<file path="src/rtl/ts_trans_pkg.sv">
// Shared definitions for the transform-datapath arbiter: FSM state encoding
// and default timing limits.
package ts_trans_pkg;

  typedef enum logic [1:0] {
    ST_IDLE     = 2'd0,
    ST_WAIT_SOP = 2'd1,
    ST_XFER     = 2'd2,
    ST_GAP      = 2'd3
  } state_t;

  localparam int DATA_W          = 32;
  localparam int GAP_CYCLES_DEF  = 2;
  localparam int SOP_TIMEOUT_DEF = 16;
  localparam int MAX_WORDS_DEF   = 376;

endpackage

</file>
<file path="src/rtl/ts_trans_arbiter_rr_pick.sv">
// Rotating priority encoder: first requesting channel strictly after rr_ptr,
// wrapping around, so the last served channel has the lowest priority.
module rr_pick #(
  parameter int NUM_CH = 4,
  parameter int CH_W   = 2
) (
  input  logic [NUM_CH-1:0] req_vec,
  input  logic [CH_W-1:0]   rr_ptr,
  output logic [CH_W-1:0]   winner,
  output logic              valid
);

  localparam logic [CH_W:0] NUM_CH_L = (CH_W+1)'(NUM_CH);

  logic [CH_W:0] cand;

  // Scan from the farthest candidate to the nearest so the nearest hit wins.
  always_comb begin
    winner = '0;
    valid  = |req_vec;
    cand   = '0;
    for (int i = NUM_CH; i >= 1; i--) begin
      cand = {1'b0, rr_ptr} + (CH_W+1)'(i);
      if (cand >= NUM_CH_L) cand = cand - NUM_CH_L;
      if (req_vec[cand[CH_W-1:0]]) winner = cand[CH_W-1:0];
    end
  end

endmodule

</file>
<file path="src/rtl/ts_trans_arbiter.sv">
// Packet-level round-robin arbiter feeding one shared 32-bit transform stream,
// with SOP timeout, length truncation and a guaranteed inter-packet idle gap.
module ts_trans_arbiter
  import ts_trans_pkg::*;
#(
  parameter int NUM_CH      = 4,
  parameter int CH_W        = $clog2(NUM_CH),
  parameter int GAP_CYCLES  = GAP_CYCLES_DEF,
  parameter int SOP_TIMEOUT = SOP_TIMEOUT_DEF,
  parameter int MAX_WORDS   = MAX_WORDS_DEF
) (
  input  logic                     clk,
  input  logic                     rst,
  input  logic [NUM_CH-1:0]        req_vec,
  input  logic [NUM_CH*DATA_W-1:0] ch_din,
  input  logic [NUM_CH-1:0]        ch_din_en,
  input  logic                     downstream_ready,
  output logic [NUM_CH-1:0]        grant_vec,
  output logic [CH_W-1:0]          cur_ch,
  output logic [DATA_W-1:0]        dout_32bit,
  output logic                     dout_32bit_en,
  output logic                     busy,
  output logic                     timeout_pulse,
  output logic                     trunc_pulse
);

  localparam int TMR_W = $clog2(SOP_TIMEOUT + 1);
  localparam int GAP_W = $clog2(GAP_CYCLES + 1);
  localparam int WC_W  = $clog2(MAX_WORDS + 1);

  localparam logic [TMR_W-1:0] TMR_LAST = TMR_W'(SOP_TIMEOUT - 1);
  localparam logic [GAP_W-1:0] GAP_LAST = GAP_W'(GAP_CYCLES - 1);
  localparam logic [WC_W-1:0]  WC_MAX   = WC_W'(MAX_WORDS);

  state_t              state, state_nxt;
  logic [CH_W-1:0]     rr_ptr, rr_ptr_nxt, cur_ch_nxt;
  logic [NUM_CH-1:0]   grant_nxt;
  logic [TMR_W-1:0]    timer, timer_nxt;
  logic [GAP_W-1:0]    gap_cnt, gap_nxt;
  logic [WC_W-1:0]     word_cnt, word_nxt;
  logic                tmo_nxt, trunc_nxt;

  logic [CH_W-1:0]     pick_winner;
  logic                pick_valid;

  logic [DATA_W-1:0]   ch_word [NUM_CH];
  logic [DATA_W-1:0]   sel_word;
  logic                sel_en, sel_req;

  logic                vld_p0;
  logic [DATA_W-1:0]   dout_p1;
  logic                vld_p1;

  for (genvar k = 0; k < NUM_CH; k++) begin : g_unpack
    assign ch_word[k] = ch_din[k*DATA_W +: DATA_W];
  end

  assign sel_word = ch_word[cur_ch];
  assign sel_en   = ch_din_en[cur_ch];
  assign sel_req  = req_vec[cur_ch];

  rr_pick #(
    .NUM_CH (NUM_CH),
    .CH_W   (CH_W)
  ) u_rr_pick (
    .req_vec (req_vec),
    .rr_ptr  (rr_ptr),
    .winner  (pick_winner),
    .valid   (pick_valid)
  );

  always_comb begin
    state_nxt  = state;
    rr_ptr_nxt = rr_ptr;
    cur_ch_nxt = cur_ch;
    grant_nxt  = grant_vec;
    timer_nxt  = timer;
    gap_nxt    = gap_cnt;
    word_nxt   = word_cnt;
    tmo_nxt    = 1'b0;
    trunc_nxt  = 1'b0;
    vld_p0     = 1'b0;
    case (state)
      ST_IDLE: begin
        grant_nxt = '0;
        if (downstream_ready && pick_valid) begin
          state_nxt              = ST_WAIT_SOP;
          rr_ptr_nxt             = pick_winner;
          cur_ch_nxt             = pick_winner;
          grant_nxt[pick_winner] = 1'b1;
          timer_nxt              = '0;
        end
      end
      ST_WAIT_SOP: begin
        // A first word arriving on the timeout cycle still starts the packet.
        if (sel_en) begin
          state_nxt = ST_XFER;
          vld_p0    = 1'b1;
          word_nxt  = WC_W'(1);
        end else if (!sel_req) begin
          state_nxt = ST_GAP;
          grant_nxt = '0;
          gap_nxt   = '0;
        end else if (timer == TMR_LAST) begin
          state_nxt = ST_GAP;
          grant_nxt = '0;
          gap_nxt   = '0;
          tmo_nxt   = 1'b1;
        end else begin
          timer_nxt = timer + 1'b1;
        end
      end
      ST_XFER: begin
        if (!sel_en) begin
          state_nxt = ST_GAP;
          grant_nxt = '0;
          gap_nxt   = '0;
        end else if (word_cnt == WC_MAX) begin
          state_nxt = ST_GAP;
          grant_nxt = '0;
          gap_nxt   = '0;
          trunc_nxt = 1'b1;
        end else begin
          vld_p0   = 1'b1;
          word_nxt = word_cnt + 1'b1;
        end
      end
      ST_GAP: begin
        grant_nxt = '0;
        if (gap_cnt == GAP_LAST) state_nxt = ST_IDLE;
        else                     gap_nxt   = gap_cnt + 1'b1;
      end
      default: begin
        state_nxt = ST_IDLE;
        grant_nxt = '0;
      end
    endcase
  end

  always_ff @(posedge clk or posedge rst) begin
    if (rst) begin
      state         <= ST_IDLE;
      rr_ptr        <= CH_W'(NUM_CH - 1);
      cur_ch        <= '0;
      grant_vec     <= '0;
      timer         <= '0;
      gap_cnt       <= '0;
      word_cnt      <= '0;
      timeout_pulse <= 1'b0;
      trunc_pulse   <= 1'b0;
    end else begin
      state         <= state_nxt;
      rr_ptr        <= rr_ptr_nxt;
      cur_ch        <= cur_ch_nxt;
      grant_vec     <= grant_nxt;
      timer         <= timer_nxt;
      gap_cnt       <= gap_nxt;
      word_cnt      <= word_nxt;
      timeout_pulse <= tmo_nxt;
      trunc_pulse   <= trunc_nxt;
    end
  end

  // Stage p0 -> p1: forwarded word and frame enable, one cycle of latency
  always_ff @(posedge clk or posedge rst) begin
    if (rst) begin
      dout_p1 <= '0;
      vld_p1  <= 1'b0;
    end else begin
      vld_p1 <= vld_p0;
      if (vld_p0) dout_p1 <= sel_word;
    end
  end

  assign dout_32bit    = dout_p1;
  assign dout_32bit_en = vld_p1;
  assign busy          = (state != ST_IDLE);

endmodule

</file>
<file path="config.mk">
export PLATFORM = sky130hd
export DESIGN_NAME = ts_trans_arbiter
export DESIGN_NICKNAME = d
export VERILOG_FILES = /design/src/rtl/ts_trans_pkg.sv /design/src/rtl/ts_trans_arbiter_rr_pick.sv /design/src/rtl/ts_trans_arbiter.sv
export SDC_FILE = /design/constraint.sdc
export NUM_CORES = 1
export LEC_CHECK = 0
export ABC_AREA = 1
export CORE_ASPECT_RATIO = 1.1
export CORE_UTILIZATION = 43
export DETAILED_ROUTE_END_ITERATION = 10
export GPL_TIMING_DRIVEN = 1
export HOLD_SLACK_MARGIN = 0.05
export PLACE_DENSITY = 0.82
export SYNTH_ARGS = -nofsm -noshare
export SYNTH_HDL_FRONTEND = slang
export SYNTH_HIERARCHICAL = 1
export SYNTH_SLANG_ARGS = --single-unit
</file>
<file path="constraint.sdc">
create_clock -name clk -period 2.21 [get_ports clk]
set_clock_uncertainty 0.05 [all_clocks]
set_input_delay 0.442 -clock clk [delete_from_list [all_inputs] [get_ports clk]]
set_output_delay 0.442 -clock clk [all_outputs]
set_load 0.01 [all_outputs]
</file>
==> results.toml, run 1 <==
[floorplan]
core_sq_um = 9350
fp.dieArea_sq_um = 10000
initial_core_util_pct = 44.2
top_level_ports = 181
floorplan.die.width_microns = 95.5
die_h_microns = 105
row_count = 37

[sta]
finalHoldViolCount = 0
worst_pin_slew_ps = 429
final-max-slew-violation-count = 0
timing.fmax_ghz = 0.490
grt_setup_unrepaired = "true"
slew_headroom_pct = 71.3
layout_min_cycle_time_ps = 2040
final.hold.worst_slack_ps = 425
layout_worst_path_cycle_share_pct = 92.3
final_count_of_negative_setup_slack_endpoints = 0

[pwr]
combinationalPowerShare_pct = 61.9
p_leak_uw = 0.00288
max-vdd-ir-drop_uv = 554
cellInternalPower_uw = 4240
clkPwrFrac_pct = 14.1
p_sw_share_pct = 47.0
sequentialPowerShare_pct = 24.0
p_switching_uw = 3750
power-per-cell-area_nw_per_um2 = 1270

[routing]
average_detailed_routed_wire_length_per_instance_microns = 14.8
route.detailed.drc = 0
drt_via_density = 5.32
detailedRoute.firstIterationViolations = 280
num_vias = 4834
routed_wirelength_microns = 13400
final_antenna_net_count = 0
firstDrtPassIters = 5

[final_layout]
final_nets = 936
synthToLayoutAreaGrowth_pct = 52.5
utilization_pct = 67.4
combined_area_of_the_multi_input_logic_cells_sq_um = 2290
nFillCells = 814
antenna_cells_inserted = 0
drive_gt1_share_pct = 8.59
register_area_sq_um = 1530

[clock_tree]
cts_tree = "built"
clock_latency_ps = 340
cts_hold_buf = 0
clkTransAtPathRegs_ps = 70
cts_buffer_depth = 2
cts_num_sinks = 61
root_buffer = "clkbuf_8"
number_of_h_tree_levels = 3
tritoncts.num_buffers = 9

[yosys]
synth_flop_cell = "dfrtp_1"
synthesis.instances = 612
synth-seq-area-share_pct = 37.0
yosysWarningCount = 6
synth_top_area_share_pct = 35.7
synth.top_cells.by_area = "dfrtp_1 36%, nand2_1 15%, o21ai_0 8.4%"
synth_area_leader_cell = "dfrtp_1"
synth_async_sr_flop_share_pct = 100
netlist-cell-type-count = 33
mappedNetlistArea_sq_um = 4140
syn_area_per_cell_sq_um = 6.76
synth-seq-cells = 61
synth_enable_flop_cells = 0
mappedNetlistNets = 761

[placed_design]
placer_s_final_routability_congestion_estimate = 0.963
place.port_buffers = 180
dp.final_hpwl_microns = 10200

[setup_path]
worst_setup_path_start_kind = "register"
worst_setup_path_end_kind = "primary output"
cp_arrival_ps = 1550
timing.critical_path.fanout_max = 5
timing.critical_path.required_ps = 1720
worst_setup_path_class = "register to primary output"

[global_route]
gr-total-overflow = 0
grt_start_max_net_pins = 62
groute.usage.overall_pct = 27.9
grt_antenna_before_repair = 0
grt_pass1_wl_microns = 21800
first_global_vias = 4738

[job]
maxCapViolations = 0

[run_status]
run_status = "completed"

[min_path]
hold_path_class = "register to register"
## Yosys cell counts, types with 3 or more instances
library cell / n
buf_2: 14
nor2_1: 90
o21ai_1: 8
nand3b_1: 3
o22ai_1: 32
o21ai_0: 69
a21oi_1: 3
inv_2: 8
ha_1: 10
nand3_2: 3
inv_1: 30
buf_4: 3
nor3_1: 4
nand2_1: 164
nand2_2: 8
nor4_1: 4
clkbuf_1: 16
xor2_1: 3
nand3_1: 59
o21ai_2: 4
dfrtp_1: 59
## power groups by stage
stage	clock network (uW)	logic (uW)	registers (uW)
after floorplan	0	3010	1950
after global placement	0	4720	1920
after detailed placement	0	4850	1930
after CTS	1130	4900	1910
after global routing	1180	5470	1960
final	1130	4950	1920
## final timing paths
| check | slack, ps | cells after the start | startpoint | end |
|---|---|---|---|---|
| min in group asynchronous | 430 | 3 | rst | word_cnt[6]$_DFFE_PP0P_ |
| worst max-delay path | 170 | 4 | state[1]$_DFFE_PP0P_ | busy |
| worst min register to register | 420 | 2 | dout_32bit[7]$_DFFE_PP0P_ | dout_32bit[7]$_DFFE_PP0P_ |
| worst min-delay path | 420 | 2 | dout_32bit[7]$_DFFE_PP0P_ | dout_32bit[7]$_DFFE_PP0P_ |
| worst max register to register | 190 | 12 | rr_ptr[0]$_DFFE_PP1P_ | grant_vec[3]$_DFFE_PP0P_ |
| max in group asynchronous | 1370 | 3 | rst | rr_ptr[0]$_DFFE_PP1P_ |
## through the flow
stage | power [uW] | setup TNS [ps] | setup WS [ps] | area, sq um | instances
2_1_floorplan | 4960 | 0 | 208 | 4140 | 612
3_3_place_gp | 6630 | 0 | 63.6 | 6070 | 891
3_5_place_dp | 6780 | -87.3 | -47.8 | 6070 | 891
4_1_cts | 7940 | 0 | 171 | 6300 | 908
5_1_grt | 8610 | -64.8 | -34.0 | 6310 | 909
6_report | 7990 | 0 | 171 | 6310 | 909
## final cells by class
cell class / count / share of cell area [%]
Multi-Input combinational cell: 476 / 36.2
Timing Repair Buffer: 198 / 31.1
Sequential cell: 61 / 24.3
Inverter: 41 / 2.52
Clock buffer: 12 / 2.46
Tap cell: 117 / 2.32
Clock inverter: 4 / 1.11
## kinds of logic after synthesis
kind of cell / count (synthesis) / share of synthesized area, %
compound gates: 120 / 16.1
xor+xnor: 3 / 0.636
fa+ha+maj: 10 / 3.03
buf+inv: 75 / 7.81
flops: 61 / 37.0
simple gates: 343 / 35.4
## metal layers
metal	GRT usage, %	up-vias	share of wire, %
li1	-	2367	-
met1	32.9	2195	39
met4	13.8	0	4.1
met3	5.02	44	6.7
met5	0	-	0
met2	47.6	228	50
## repair_timing
item / CTS / global route
resized for setup: 1 / 1
endpoints found under the setup margin: 1 / 7
setup buffers: 1 / 1
## flip-flops by register name, indices dropped and copies added, names as in the netlist
| register | count |
|---|---|
| cur_ch | 2 |
| dout_32bit | 32 |
| dout_32bit_en | 1 |
| gap_cnt | 2 |
| grant_vec | 4 |
| rr_ptr | 2 |
| state | 2 |
| timeout_pulse | 1 |
| timer | 5 |
| trunc_pulse | 1 |
| word_cnt | 9 |
## placed cells by master (no fill, tap or decap), types with 2 or more instances in the layout
| cell | instances |
|---|---|
| clkdlybuf4s50_1 | 179 |
| nand2_1 | 164 |
| nor2_1 | 90 |
| o21ai_0 | 69 |
| nand3_1 | 59 |
| dfrtp_1 | 58 |
| o22ai_1 | 32 |
| inv_1 | 29 |
| buf_4 | 16 |
| clkbuf_8 | 11 |
| inv_2 | 9 |
| ha_1 | 9 |
| o21ai_1 | 8 |
| nand2_2 | 8 |
| nor3_1 | 4 |
| nor4_1 | 4 |
| o21ai_2 | 4 |
| nand3_2 | 3 |
| a21oi_1 | 3 |
| xor2_1 | 3 |
| nand3b_1 | 3 |
| nand4_1 | 2 |
| o21bai_1 | 2 |
| nor3b_1 | 2 |
| bufinv_16 | 2 |
| clkinv_2 | 2 |
| buf_12 | 2 |
| dfstp_2 | 2 |
| inv_4 | 2 |
| nand2_4 | 2 |
## worst max-delay path, cell delays in order, from the launching register on
cell and delay, ps:
dfrtp_1 430, inv_1 120, ha_1 210, inv_1 150, dlygate4sd2_1 300
(Power assumes the default switching activity.)
==> run 2, diff against run 1 <==
--- a/config.mk
+++ b/config.mk
@@ -6,6 +6,7 @@
 export NUM_CORES = 1
 export LEC_CHECK = 0
 export ABC_AREA = 1
+export CAP_MARGIN = 20
 export CORE_ASPECT_RATIO = 1.1
 export CORE_UTILIZATION = 43
 export DETAILED_ROUTE_END_ITERATION = 10
==> results of run 2 <==
Same layout as run 1: the final DEF is identical, and so are final timing and power.
